===== src/rtl/serial_alu_sequencer.sv =====
// Bit-serial ALU sequencer: walks one external single-bit slice across WIDTH
// bit positions, chaining the carry and assembling result plus flags.
module serial_alu_sequencer #(
    parameter int WIDTH = 64
) (
    input  logic             clk,
    input  logic             reset,
    input  logic             start,
    input  logic [2:0]       cntrl,
    input  logic [WIDTH-1:0] A,
    input  logic [WIDTH-1:0] B,
    output logic             busy,
    output logic             done,
    output logic [WIDTH-1:0] result,
    output logic             negative,
    output logic             zero,
    output logic             overflow,
    output logic             carry_out,
    output logic [2:0]       slice_sel,
    output logic             slice_a,
    output logic             slice_b,
    output logic             slice_cin,
    input  logic             slice_sum,
    input  logic             slice_cout
);

    localparam int IW = (WIDTH > 2) ? $clog2(WIDTH) : 1;

    typedef enum logic [1:0] {
        IDLE,
        RUN,
        DONE
    } state_t;

    state_t           state_q, state_d;
    logic [WIDTH-1:0] a_q, a_d;
    logic [WIDTH-1:0] b_q, b_d;
    logic [2:0]       op_q, op_d;
    logic [IW-1:0]    idx_q, idx_d;
    logic             carry_q, carry_d;
    logic [WIDTH-1:0] result_q, result_d;
    logic             busy_q, busy_d;
    logic             done_q, done_d;
    logic             neg_q, neg_d;
    logic             zero_q, zero_d;
    logic             ovf_q, ovf_d;
    logic             cout_q, cout_d;

    logic arith;
    logic legal;
    logic last;

    assign arith = (op_q == 3'b010) || (op_q == 3'b011);
    assign legal = (op_q != 3'b001) && (op_q != 3'b111);
    assign last  = (idx_q == IW'(WIDTH - 1));

    always_ff @(posedge clk or posedge reset) begin
        if (reset) begin
            state_q  <= IDLE;
            a_q      <= '0;
            b_q      <= '0;
            op_q     <= 3'b000;
            idx_q    <= '0;
            carry_q  <= 1'b0;
            result_q <= '0;
            busy_q   <= 1'b0;
            done_q   <= 1'b0;
            neg_q    <= 1'b0;
            zero_q   <= 1'b1;
            ovf_q    <= 1'b0;
            cout_q   <= 1'b0;
        end else begin
            state_q  <= state_d;
            a_q      <= a_d;
            b_q      <= b_d;
            op_q     <= op_d;
            idx_q    <= idx_d;
            carry_q  <= carry_d;
            result_q <= result_d;
            busy_q   <= busy_d;
            done_q   <= done_d;
            neg_q    <= neg_d;
            zero_q   <= zero_d;
            ovf_q    <= ovf_d;
            cout_q   <= cout_d;
        end
    end

    always_comb begin
        state_d   = state_q;
        a_d       = a_q;
        b_d       = b_q;
        op_d      = op_q;
        idx_d     = idx_q;
        carry_d   = carry_q;
        result_d  = result_q;
        busy_d    = busy_q;
        done_d    = 1'b0;
        neg_d     = neg_q;
        zero_d    = zero_q;
        ovf_d     = ovf_q;
        cout_d    = cout_q;
        slice_sel = 3'b000;
        slice_a   = 1'b0;
        slice_b   = 1'b0;
        slice_cin = 1'b0;

        unique case (state_q)
            IDLE, DONE: begin
                state_d = IDLE;
                busy_d  = 1'b0;
                if (start) begin
                    a_d      = A;
                    b_d      = B;
                    op_d     = cntrl;
                    idx_d    = '0;
                    carry_d  = (cntrl == 3'b011);
                    state_d  = RUN;
                    busy_d   = 1'b1;
                    result_d = '0;
                    neg_d    = 1'b0;
                    zero_d   = 1'b1;
                    ovf_d    = 1'b0;
                    cout_d   = 1'b0;
                end
            end
            RUN: begin
                slice_sel        = op_q;
                slice_a          = a_q[idx_q];
                slice_b          = b_q[idx_q];
                slice_cin        = arith & carry_q;
                // Illegal codes still step through every bit, capturing zeros.
                result_d[idx_q]  = legal & slice_sum;
                carry_d          = slice_cout;
                idx_d            = idx_q + IW'(1);
                if (last) begin
                    cout_d  = arith & slice_cout;
                    ovf_d   = arith & (carry_q ^ slice_cout);
                    neg_d   = result_d[WIDTH-1];
                    zero_d  = (result_d == '0);
                    state_d = DONE;
                    busy_d  = 1'b0;
                    done_d  = 1'b1;
                end
            end
            default: begin
                state_d = IDLE;
                busy_d  = 1'b0;
            end
        endcase
    end

    assign busy      = busy_q;
    assign done      = done_q;
    assign result    = result_q;
    assign negative  = neg_q;
    assign zero      = zero_q;
    assign overflow  = ovf_q;
    assign carry_out = cout_q;

endmodule


===== config.mk =====
export PLATFORM = sky130hd
export DESIGN_NAME = serial_alu_sequencer
export DESIGN_NICKNAME = d
export VERILOG_FILES = /design/src/rtl/serial_alu_sequencer.sv
export SDC_FILE = /design/constraint.sdc
export NUM_CORES = 1
export LEC_CHECK = 0
export BUFFER_PORTS_ARGS = -buffer_cell sky130_fd_sc_hd__buf_2
export CORE_ASPECT_RATIO = 0.5
export CORE_MARGIN = 5
export CORE_UTILIZATION = 62
export CTS_BUF_LIST = sky130_fd_sc_hd__clkbuf_8
export DETAILED_ROUTE_END_ITERATION = 8
export PLACE_DENSITY = 0.88
export SETUP_SLACK_MARGIN = 0.4
export SLEW_MARGIN = 20
export SYNTH_ARGS = -nofsm -noshare
export SYNTH_HDL_FRONTEND = slang
export SYNTH_SLANG_ARGS = --single-unit

===== constraint.sdc =====
create_clock -name clk -period 14 [get_ports clk]
set_input_delay 4.2 -clock clk [delete_from_list [all_inputs] [get_ports clk]]
set_output_delay 4.2 -clock clk [all_outputs]
set_load 0.005 [all_outputs]

After elaboration in Yosys (flattened, before gate mapping)
Cells that the tools add are included.
{ "word_totals": {"reg_bits": 210, "in_bits": 136, "elab_cells": 76} }
{ "classes": {"addsub": 1, "order_cmp": 2, "eq_ne": 10, "muxes": 35, "bitwise": 5, "reduce_logical": 10} }
{ "ops": {"columns": ["operator", "count"], "rows": [
  ["case mux 64 bit (2 select lines)", 1],
  ["bitwise mux 64 bit", 1],
  ["zero test 64 bit", 1],
  ["2-to-1 mux 64 bit", 1],
  ["2-to-1 mux 1 bit", 18],
  ["binary-select mux 1 bit (select 6 bit)", 2],
  ["case mux 1 bit (2 select lines)", 6],
  ["case mux 6 bit (2 select lines)", 1],
  ["equality test 3 x 2 -> 1 bit, second input constant", 3],
  ["less-than comparator 6 x 7 -> 1 bit, second input constant", 1],
  ["adder 6 x 1 -> 6 bit, second input constant", 1],
  ["demux 1 bit (select 6 bit)", 1],
  ["equality test 6 bit, second input constant", 1],
  ["greater-or-equal comparator 6 x 1 -> 1 bit, second input constant", 1],
  ["2-to-1 mux 6 bit", 1],
  ["AND 1 bit", 4],
  ["!= test 2 bit, second input constant", 2],
  ["case mux 2 bit (2 select lines)", 1],
  ["AND reduction 2 bit", 2],
  ["2-to-1 mux 3 bit", 1],
  ["!= test 3 x 1 -> 1 bit, second input constant", 1],
  ["!= test 3 bit, second input constant", 1],
  ["AND reduction 3 bit", 1],
  ["equality test 2 x 1 -> 1 bit, second input constant", 1],
  ["8 further kinds", 9]
]} }

Longest topological paths before layout
{ "logic_depth": {"depth_word": 8, "ltp_mapped": 12} }

Worst setup path after synthesis
No wires, ideal clock.
{ "synth_path": {"path_type": "register to output", "startpoint": "register idx_q[2]", "endpoint": "output slice_b", "arrival_ns": 2.051, "required_time_ns": 9.800, "slack_ns": 7.749, "path_stages_with_launch": 11, "n_path_buf": 3, "path_cell_list": "dfrtp_1 > buf_6 > buf_2 > buf_2 > mux2_2 > a22oi_1 > a21oi_1 > a221oi_1 > o22ai_1 > a31oi_1 > a21oi_1"} }
{ "synth_via": {"elab_chain_len": 3} }
{ "synth_rtl": {"columns": ["item", "line", "text"], "rows": [
  ["start, declared", "39", "logic [IW-1:0] idx_q, idx_d;"],
  ["start signal, assigned", "77", "idx_q <= idx_d;"],
  ["binary-select mux 1 bit (select 6 bit)", "130", "slice_b = b_q[idx_q];"],
  ["2-to-1 mux 1 bit (implied by the code)", "130", null],
  ["2-to-1 mux 1 bit", "108", "unique case (state_q)"],
  ["end, declared", "21", "output logic slice_b,"]
]} }
No other way between the ends. The select of a mux whose other input is x is not followed.

Worst setup path in the final report
{ "layout_path": {"startpoint": "register idx_q[0]", "endpoint": "output slice_a"} }
{ "layout_via": {"elab_chain_len": 3} }
{ "layout_rtl": {"columns": ["item", "line", "text"], "rows": [
  ["binary-select mux 1 bit (select 6 bit)", "129", "slice_a = a_q[idx_q];"],
  ["2-to-1 mux 1 bit (implied by the code)", "129", null],
  ["2-to-1 mux 1 bit", "108", null],
  ["end, declared", "20", "output logic slice_a,"]
]} }
No other way between the ends. The select of a mux whose other input is x is not followed.

==> key figures <==
Outcome
  • Outcome: completed

Drt
  • Initial DRC Count: 1637
  • Final ANT Viol Nets: 0
  • Post-DR wirelength/cell: 20.71 um
  • Final WL: 34920 um
  • First-pass DRT Iterations: 6
  • Via count: 10770
  • DR DRC count: 0
  • Vias per inst: 6.388

Logic synthesis
  • Synth top area share: 49.23%
  • Post-synth EDFFs: 0
  • Mean Syn Cell Area: 8.305 sq um
  • Synth warnings: 0
  • Leading area contributor after synthesis: dfrtp_1
  • Post-Synthesis Cells: 1279
  • Number of distinct library cells after synthesis: 66
  • Post-Syn Area: 10620 sq um
  • Syn nets: 1416
  • Main area contributors after synthesis: dfrtp_1, nand2_1, o21ai_0, a21oi_1, clkbuf_1
  • Async S/R FF share, synth: 100.0%
  • Post-synthesis sequential area ratio: 49.48%
  • Synth Flop Type: dfrtp_1
  • Synth Register Bits: 210

Setup path
  • Critical Path RT: 9800 ps
  • Worst r2r src: idx_q[1]
  • CP startpoint kind: flip-flop
  • Reg2Reg Depth: 8
  • Critical path fanouts, max: 39
  • Setup CP Type: reg2out
  • Crit Reg-Reg Endpoint: zero
  • Crit end category: primary output
  • Worst reg2reg setup slack: 10080 ps
  • Setup crit start: idx_q[0]
  • Worst setup path end: slice_a
  • Critical path arrival: 3600 ps

CTS
  • Resize count post-CTS: 0
  • Longest Clk Path Bufs: 3
  • CTS tree: done
  • Post-CTS setup buffers: 0
  • H-Tree Depth: 1
  • Clock latency on the worst-skew pair: 570 ps
  • Clock transition at path regs: 70 ps
  • CTS Buf Count: 29
  • CTS root buf: clkbuf_8
  • Sink Count: 210
  • Post-CTS Hold Buffers: 0

STA
  • Worst rel slew slack: 28.71%
  • RSZ-0062 raised after global routing: false
  • Setup TNS: 0 ps
  • Setup-failing EPs final: 0
  • Final Hold Fails: 0
  • Fmax: 0.1282 GHz
  • Final Max Tran Viols: 0
  • Slew @ Worst Pin: 1067 ps
  • Skew final: 12.12 ps
  • Final period utilization: 55.70%
  • Final critical-path required period: 7797 ps

Layout
  • Layout cells sized above 1: 21.11%
  • Post-layout nets: 1576
  • FILL cells: 1234
  • Area grow syn2layout: 16.28%
  • Ant diodes: 0

Job
  • Max_cap viols: 0

Floorplan
  • Area of the core: 16600 sq um
  • I/O pins: 212
  • Die area: 20010 sq um
  • Initial Util: 64.00%
  • Vert. Die Dim: 102.6 um
  • Cell row count: 33
  • Die span in x: 195.1 um

Global routing
  • Total gr overflow: 0
  • Number of global-route vias before repair: 10270
  • Largest net degree at the start of global routing: 162
  • Initial antenna violation count: 0
  • Tot GR Track Use: 34.20%
  • First-pass GRT wire length: 55110 um

Pwr
  • Worst vdd ir: 0.0001370 V
  • PwrDens: 184.3 nW/um^2
  • Total power: 2.276 mW
  • Static leakage: 6.155 nW

Place
  • Count of input and output buffers: 211
  • Final Wtd Congestion: 0.9914
  • Detail Placement HPWL: 24190 um

Worst hold path
  • Hold WC Path Type: reg2reg
## final cells by class
type | instances | area [sq um] | share of cell area, %
sequential | 210 | 5259 | 42.58
timing repair buffer | 234 | 1252 | 10.14
inverter | 7 | 38.79 | 0.3140
multi-input combinational | 957 | 4922 | 39.85
clock inverter | 14 | 86.33 | 0.6989
clock buffer | 37 | 509.2 | 4.123
tap | 227 | 284.0 | 2.299
## how the worst min path moves through the flow
stage | start | endpoint | slack, ps | cells past startpoint
2_1_floorplan | a_q[29] | a_q[29] | 440 | 2
3_3_place_gp | a_q[56] | a_q[56] | 460 | 2
3_5_place_dp | b_q[62] | b_q[62] | 460 | 2
4_1_cts | b_q[62] | b_q[62] | 480 | 2
5_1_grt | a_q[57] | a_q[57] | 500 | 2
6_report | b_q[62] | b_q[62] | 480 | 2
## flip-flops by register name, summed over array words and instances, names as in the netlist
name and count:
op_q 3, b_q 64, zero 1, a_q 64, idx_q 6, busy 1
result 64, carry_out 1, carry_q 1, done 1, negative 1, overflow 1
state_q 2
## power by group
group          internal [mW]  switching, mW  total [mW]
logic                  0.312          0.528       0.840
clock network          0.254          0.241       0.495
registers              0.769          0.172       0.941
## cells by family (layout without fill, tap and decap cells)
logic type / count (synthesis) / in the layout / synth area share (%)
AND/OR/NAND/NOR: 564 / 564 / 22.79
AO/OA/AOI/OAI: 365 / 365 / 20.40
flip-flops: 210 / 210 / 49.48
buffers and inverters: 112 / 292 / 4.570
multiplexers: 24 / 24 / 2.391
XOR/XNOR: 3 / 3 / 0.2474
adder cells (fa/ha/maj): 1 / 1 / 0.1178
## synth_stat cells, types with 7 or more instances
cell type,n
o22ai_1,14
o31ai_1,30
mux2_2,11
clkbuf_1,70
o21ai_1,7
nor2b_1,9
buf_2,16
dfrtp_1,209
o21ai_0,143
buf_1,12
a221oi_1,14
nor2_1,25
a31oi_1,18
a22oi_1,19
nor3_1,11
mux2i_1,13
nand3_1,21
a21oi_1,87
nor4_1,8
nand4_1,10
nand2_1,438
## stage by stage
stage                     utilization [%]  cells  worst slack, ps  area [sq um]  hold WS [ps]
after floorplan                         -   1279             4064         10620         440.1
after global placement              70.61   1634             7054         11720         460.8
after detailed placement            70.80   1635             6997         11750         463.2
after CTS                           74.39   1686             6332         12350         479.2
after global routing                74.42   1686             6031         12350         498.7
final                               74.42   1686             6203         12350         476.9
## critical path, cell delays in order (launching register included)
cell,delay [ps]
dfrtp_2,570
buf_4,420
and3_1,810
a22o_1,270
a221oi_1,50
and3_1,210
o31ai_1,200
nand2_1,90
a31oi_1,230
buf_2,160
## routing by layer
metal	track usage (%)	vias up	wire length (um)
met2	52.49	755	15500
met4	10.40	0	999
li1	-	4769	-
met1	49.20	5149	14020
met3	8.423	98	4391
met5	0	-	0
## layout by cell type, fill, tap and decap left out, drive strengths merged, types with 3 or more instances in the layout
| master | n |
|---|---|
| nand4 | 10 |
| nand3 | 22 |
| o22ai | 14 |
| buf | 234 |
| mux2i | 13 |
| o2111ai | 4 |
| o31ai | 31 |
| nor4 | 8 |
| clkbuf | 37 |
| a31oi | 18 |
| a21oi | 87 |
| mux2 | 11 |
| nor3 | 12 |
| nor2b | 9 |
| nand3b | 6 |
| o21ai | 150 |
| nor2 | 26 |
| or4 | 3 |
| a221oi | 14 |
| and3 | 4 |
| a22o | 6 |
| o21a | 3 |
| or3 | 3 |
| dfrtp | 209 |
| a22oi | 19 |
| inv | 15 |
| clkinv | 4 |
| or3b | 3 |
| nor3b | 7 |
| nand2 | 438 |
| nand2b | 6 |
Power figures use the tool's default switching activity.
